$ cat src/rtl/uart_pkg.sv
// Shared constants and state encoding for the UART transmit path.
// The 11-bit frame layout is fixed: start, 7 data bits, d9, d10, stop.
package uart_pkg;

  localparam int FRAME_BITS = 11;
  localparam int BAUD_W_DEF = 19;

  localparam logic [FRAME_BITS-1:0] IDLE_SR   = '1;
  localparam logic                  START_BIT = 1'b0;
  localparam logic                  STOP_BIT  = 1'b1;

  // TX_LOAD is the load_d cycle; TX_SHIFT is the doit phase.
  typedef enum logic [1:0] {
    TX_IDLE  = 2'd0,
    TX_LOAD  = 2'd1,
    TX_SHIFT = 2'd2
  } tx_state_e;

endpackage : uart_pkg

$ cat src/rtl/uart_tx_engine_decode.sv
// Parity / bit-9 / bit-10 decode for the transmit frame.
// Produces the two bits that follow the seven low data bits on the line.
module uart_tx_engine_decode (
  input  logic       eight,
  input  logic       pen,
  input  logic       ohel,
  input  logic [7:0] d,
  output logic       d9,
  output logic       d10
);

  logic par7;
  logic par8;

  // Even parity makes the total count of ones even; odd inverts that bit.
  assign par7 = (^d[6:0]) ^ ohel;
  assign par8 = (^d)      ^ ohel;

  assign d9  = eight ? d[7] : (pen ? par7 : 1'b1);
  assign d10 = (eight && pen) ? par8 : 1'b1;

endmodule : uart_tx_engine_decode

$ cat src/rtl/uart_tx_engine.sv
// UART transmit serializer: latches a byte on load, builds an 11-bit frame
// and shifts it out LSB-first on tx, one bit every k clocks.
module uart_tx_engine
  import uart_pkg::*;
#(
  parameter int BAUD_W = BAUD_W_DEF
) (
  input  logic              clk,
  input  logic              reset_n,
  input  logic              load,
  input  logic [7:0]        data,
  input  logic              eight,
  input  logic              pen,
  input  logic              ohel,
  input  logic [BAUD_W-1:0] k,
  output logic              tx,
  output logic              txrdy
);

  tx_state_e             state_q;
  logic [FRAME_BITS-1:0] sr_q;
  logic [3:0]            bit_cnt_q;
  logic [BAUD_W-1:0]     baud_cnt_q;
  logic [7:0]            ldata_q;
  logic                  txrdy_q;

  logic d9;
  logic d10;
  logic btu;
  logic frame_end;

  uart_tx_engine_decode u_decode (
    .eight (eight),
    .pen   (pen),
    .ohel  (ohel),
    .d     (ldata_q),
    .d9    (d9),
    .d10   (d10)
  );

  assign btu       = (baud_cnt_q == k - 1'b1);
  assign frame_end = btu && (bit_cnt_q == 4'(FRAME_BITS - 1));

  // NOTE: every register, the shift register included, sits on the async
  // reset so tx and txrdy return to idle the moment reset_n falls.
  always_ff @(posedge clk or negedge reset_n) begin
    if (!reset_n) begin
      state_q    <= TX_IDLE;
      sr_q       <= IDLE_SR;
      bit_cnt_q  <= '0;
      baud_cnt_q <= '0;
      ldata_q    <= '0;
      txrdy_q    <= 1'b1;
    end else begin
      case (state_q)
        TX_IDLE: begin
          if (load && txrdy_q) begin
            ldata_q <= data;
            txrdy_q <= 1'b0;
            state_q <= TX_LOAD;
          end
        end
        TX_LOAD: begin
          sr_q       <= {STOP_BIT, d10, d9, ldata_q[6:0], START_BIT};
          bit_cnt_q  <= '0;
          baud_cnt_q <= '0;
          state_q    <= TX_SHIFT;
        end
        TX_SHIFT: begin
          if (btu) begin
            baud_cnt_q <= '0;
            sr_q       <= {STOP_BIT, sr_q[FRAME_BITS-1:1]};
            if (frame_end) begin
              bit_cnt_q <= '0;
              txrdy_q   <= 1'b1;
              state_q   <= TX_IDLE;
            end else begin
              bit_cnt_q <= bit_cnt_q + 1'b1;
            end
          end else begin
            baud_cnt_q <= baud_cnt_q + 1'b1;
          end
        end
        default: state_q <= TX_IDLE;
      endcase
    end
  end

  // tx comes straight from a flop; the shift register idles at all ones.
  assign tx    = sr_q[0];
  assign txrdy = txrdy_q;

endmodule : uart_tx_engine
$ cat config.mk
export PLATFORM = sky130hd
export DESIGN_NAME = uart_tx_engine
export DESIGN_NICKNAME = d
export VERILOG_FILES = /design/src/rtl/uart_pkg.sv /design/src/rtl/uart_tx_engine_decode.sv /design/src/rtl/uart_tx_engine.sv
export SDC_FILE = /design/constraint.sdc
export NUM_CORES = 1
export LEC_CHECK = 0
export ABC_CLOCK_PERIOD_IN_PS = 4300
export BUFFER_PORTS_ARGS = -buffer_cell sky130_fd_sc_hd__buf_2
export CAP_MARGIN = 20
export CORE_MARGIN = 4
export CORE_UTILIZATION = 50
export CTS_CLUSTER_SIZE = 12
export DETAILED_ROUTE_END_ITERATION = 7
export GPL_TIMING_DRIVEN = 0
export PLACE_DENSITY = 0.7
export SYNTH_ARGS = -nofsm -noshare
export SYNTH_HDL_FRONTEND = slang
export SYNTH_SLANG_ARGS = --single-unit
$ cat constraint.sdc
create_clock -name clk -period 4.3 [get_ports clk]
set_input_delay 0.215 -clock clk [delete_from_list [all_inputs] [get_ports clk]]
set_output_delay 0.215 -clock clk [all_outputs]
set_load 0.02 [all_outputs]
==> qor.csv <==
stage;metric;value;unit
detailed_routing;top_layer;met4;
power_and_ir_drop;power;1.22;mW
placement;placedCellCount;441;
timing;rsz0062_at_grt;no;
clock_tree;cts_buffers;5;
timing;max_slew_margin;36.1;%
detailed_routing;drc;0;
clock_tree;root_buffer;clkbuf_8;
clock_tree;postCtsSetupBuffers;0;
synthesis;synth_ff_type;dfrtp_1;
critical_path;crit_end;sr_q[4];
synthesis;synth_top_area_share;26.3;%
grt;grt_max_degree;45;
grt;grt_pass1_vias;2481;
detailed_routing;first_iter_violations;121;
floorplan;fp.dieArea;7600;sq um
grt;grtUsageTotal;19.0;%
critical_path;r2r-end;sr_q[4];
synthesis;seq_area_frac_synth;35.6;%
detailed_routing;wl_per_cell;14.6;microns
finish;layout.nets;413;
timing;post-route-min-period;2.69;ns
placement;io_buffers;33;
critical_path;crit_start;k[0];
critical_path;arrival;2.91;ns
floorplan;fp.dieW;87.2;microns
placement;gp_congestion;0.802;
timing;setup_slack;1.61;ns
critical_path;crit_type;input port to flop;
status;status;complete, no violations;
synthesis;syn_nets;373;
grt;antenna_found_initial;0;
clock_tree;cts.sinks;44;
clock_tree;hold_buffers;0;
synthesis;synth_cells;333;
job;drv_cap;0;
finish;stdcell_count;449;
critical_path;startpoint_type;input port;
timing;finalSetupViolCount;0;
grt;grt_pass1_wl;11700;microns
timing;fin_crit_sh;62.6;%
detailed_routing;met2_wirelength;3020;microns
clock_tree;clockBufferDepth;2;
timing;worstMarginPinSlew;0.959;ns
detailed_routing;wl;6560;microns
detailed_routing;postRouteAntennaNets;0;
synthesis;synth_cell_types;58;
critical_path;r2r-start;baud_cnt_q[8];
clock_tree;clkLatencyLatePin;0.30;ns
clock_tree;cts_tree;yes;
placement;hpwl;4990;microns
synthesis;synth_edf_count;0;
power_and_ir_drop;p_per_area;346;nW/um^2
timing;tns;0;ns
synthesis;synth_area_per_cell;9.41;sq um
detailed_routing;routed-wl-met3;238;microns
clock_tree;clkSlewWorstSetupHoldPaths;0.09;ns
synthesis;yosysTopAreaCell;dfrtp_1;
detailed_routing;vias;2603;
grt;overflow;0;
timing;whs;0.0617;ns
synthesis;synthTopCellsByArea;dfrtp_1 (26%), dfstp_2 (9.2%), xnor2_1 (7.5%);
timing;report.final.slew_viol_count;0;
critical_path;rrSetupSlack;1.68;ns
timing;finalClockSkew;0.00770;ns
floorplan;start_util;52.3;%
placement;dpl_worst_slack;1.33;ns
finish;final_layout_size_suffix_gt1_share;23.3;%
floorplan;rows;28;
critical_path;cp_max_fo;10;
floorplan;dieHeight;87.2;microns
detailed_routing;vias_per_cell;5.80;
power_and_ir_drop;cellLeakagePower;1.51;nW
detailed_routing;dr.pass1.iters;4;
synthesis;yosysWarnings;0;
timing;hold_viol_final;0;
critical_path;cp-end-kind;flop;
floorplan;io_pins;35;
clock_tree;htree_levels;2;
synthesis;async_flop_share;100;%
synthesis;synth_area;3130;sq um
critical_path;worstPathRequired;4.52;ns
critical_path;ff2ff_path_depth;8;
power_and_ir_drop;ir_drop;0.268;mV
clock_tree;ctsResizeCount;0;
synthesis;synth_seq_cells;44;
detailed_routing;drt-met1-wl;3220;microns
hold_path;hold_path.class;input port to asynchronous set/reset pin;
finish;syn2layout_area_growth;12.5;%
floorplan;core-area;5990;sq um
timing;fmaxAchievable;372;MHz
finish;insertedDiodeCount;0;
## worst min path at each step
stage / from / to / slack [ns]
global route: reset_n / state_q[0] / 0.14
global placement: reset_n / bit_cnt_q[3] / 0.42
detailed placement: reset_n / state_q[0] / 0.42
floorplan: reset_n / baud_cnt_q[0] / -0.08
CTS: reset_n / state_q[0] / 0.1
finish: reset_n / state_q[0] / 0.06
## cells in the final DEF (no fill, tap or decap), drive strengths merged, types with 3 or more instances in the layout
cell and count:
buf 39, dfrtp 33, nor2 28, xnor2 27, mux2 23, nor3 20
xor2 16, nand2 16, nand3 16, clkbuf 16, o21ai 15, inv 12
dfstp 11, nand4 10, a31oi 9, and3 8, nor4 8, ha 7
or3 6, o2bb2ai 4, and2 4, or4 4, nor2b 3, o211ai 3
## stage by stage
stage,util (%),instance area (sq um)
2_1_floorplan,-,3130
4_1_cts,58.9,3530
6_report,58.9,3530
3_3_place_gp,56.6,3390
3_5_place_dp,56.6,3390
5_1_grt,58.9,3530
## state kept, by name, summed over array words and instances, names as in the netlist
name,count
state_q,2
baud_cnt_q,19
ldata_q,8
txrdy,1
sr_q,10
bit_cnt_q,4
## critical path: stages
cell and delay (ns):
buf_2 0.15, inv_1 0.07, ha_1 0.15, clkbuf_1 0.35
nor3b_1 0.23, nand4_1 0.14, xnor2_1 0.30, nand2_1 0.11
nor4_2 0.48, a41o_1 0.23, buf_4 0.16, mux2_1 0.33
## cell usage after synthesis, types with 3 or more instances
library cell,number
and2_1,4
mux2_1,5
inv_1,12
o21ai_0,15
or4_1,3
nand3_1,15
o211ai_1,3
a31oi_1,9
and3_1,8
or3_1,6
nor2_1,28
dfrtp_1,33
nor4_1,5
nand2_1,16
o2bb2ai_1,4
nor3_1,19
buf_4,3
nand4_1,10
clkbuf_1,10
mux2_2,18
dfstp_2,11
ha_1,7
xnor2_1,27
xor2_1,16
nor2b_1,3
## cells by family (layout without fill, tap and decap cells)
group	count (synthesis)	count (layout)	share of synthesized area, %
simple gates	134	134	24.6
compound gates	52	52	12.1
flops	44	44	35.6
xor+xnor	43	43	12.0
buf+inv	28	69	4.03
mux	25	25	8.90
fa+ha+maj	7	7	2.79
## layout make-up
class                   instances  area (sq um)
fillers                       516          2460
multi-input cells             261          1890
flip-flops and latches         44          1110
repair buffers                 33           165
well taps                      75          93.8
plain buffers                  16          81.3
clock buffers                   6          72.6
clock inverters                 2          60.1
inverters                      12          45.0
## layer usage
layer / vias up / GRT usage (%)
met5: - / 0
met2: 39 / 29.7
met1: 1256 / 27.3
met4: 0 / 5.02
met3: 9 / 3.03
li1: 1299 / -
## report_power, final
group	switching [mW]	leakage (nW)	total (mW)	internal [mW]
clock network	0.142	0.0654	0.374	0.232
logic	0.212	0.868	0.347	0.135
registers	0.0345	0.572	0.500	0.465
Power figures use the tool's default switching activity.
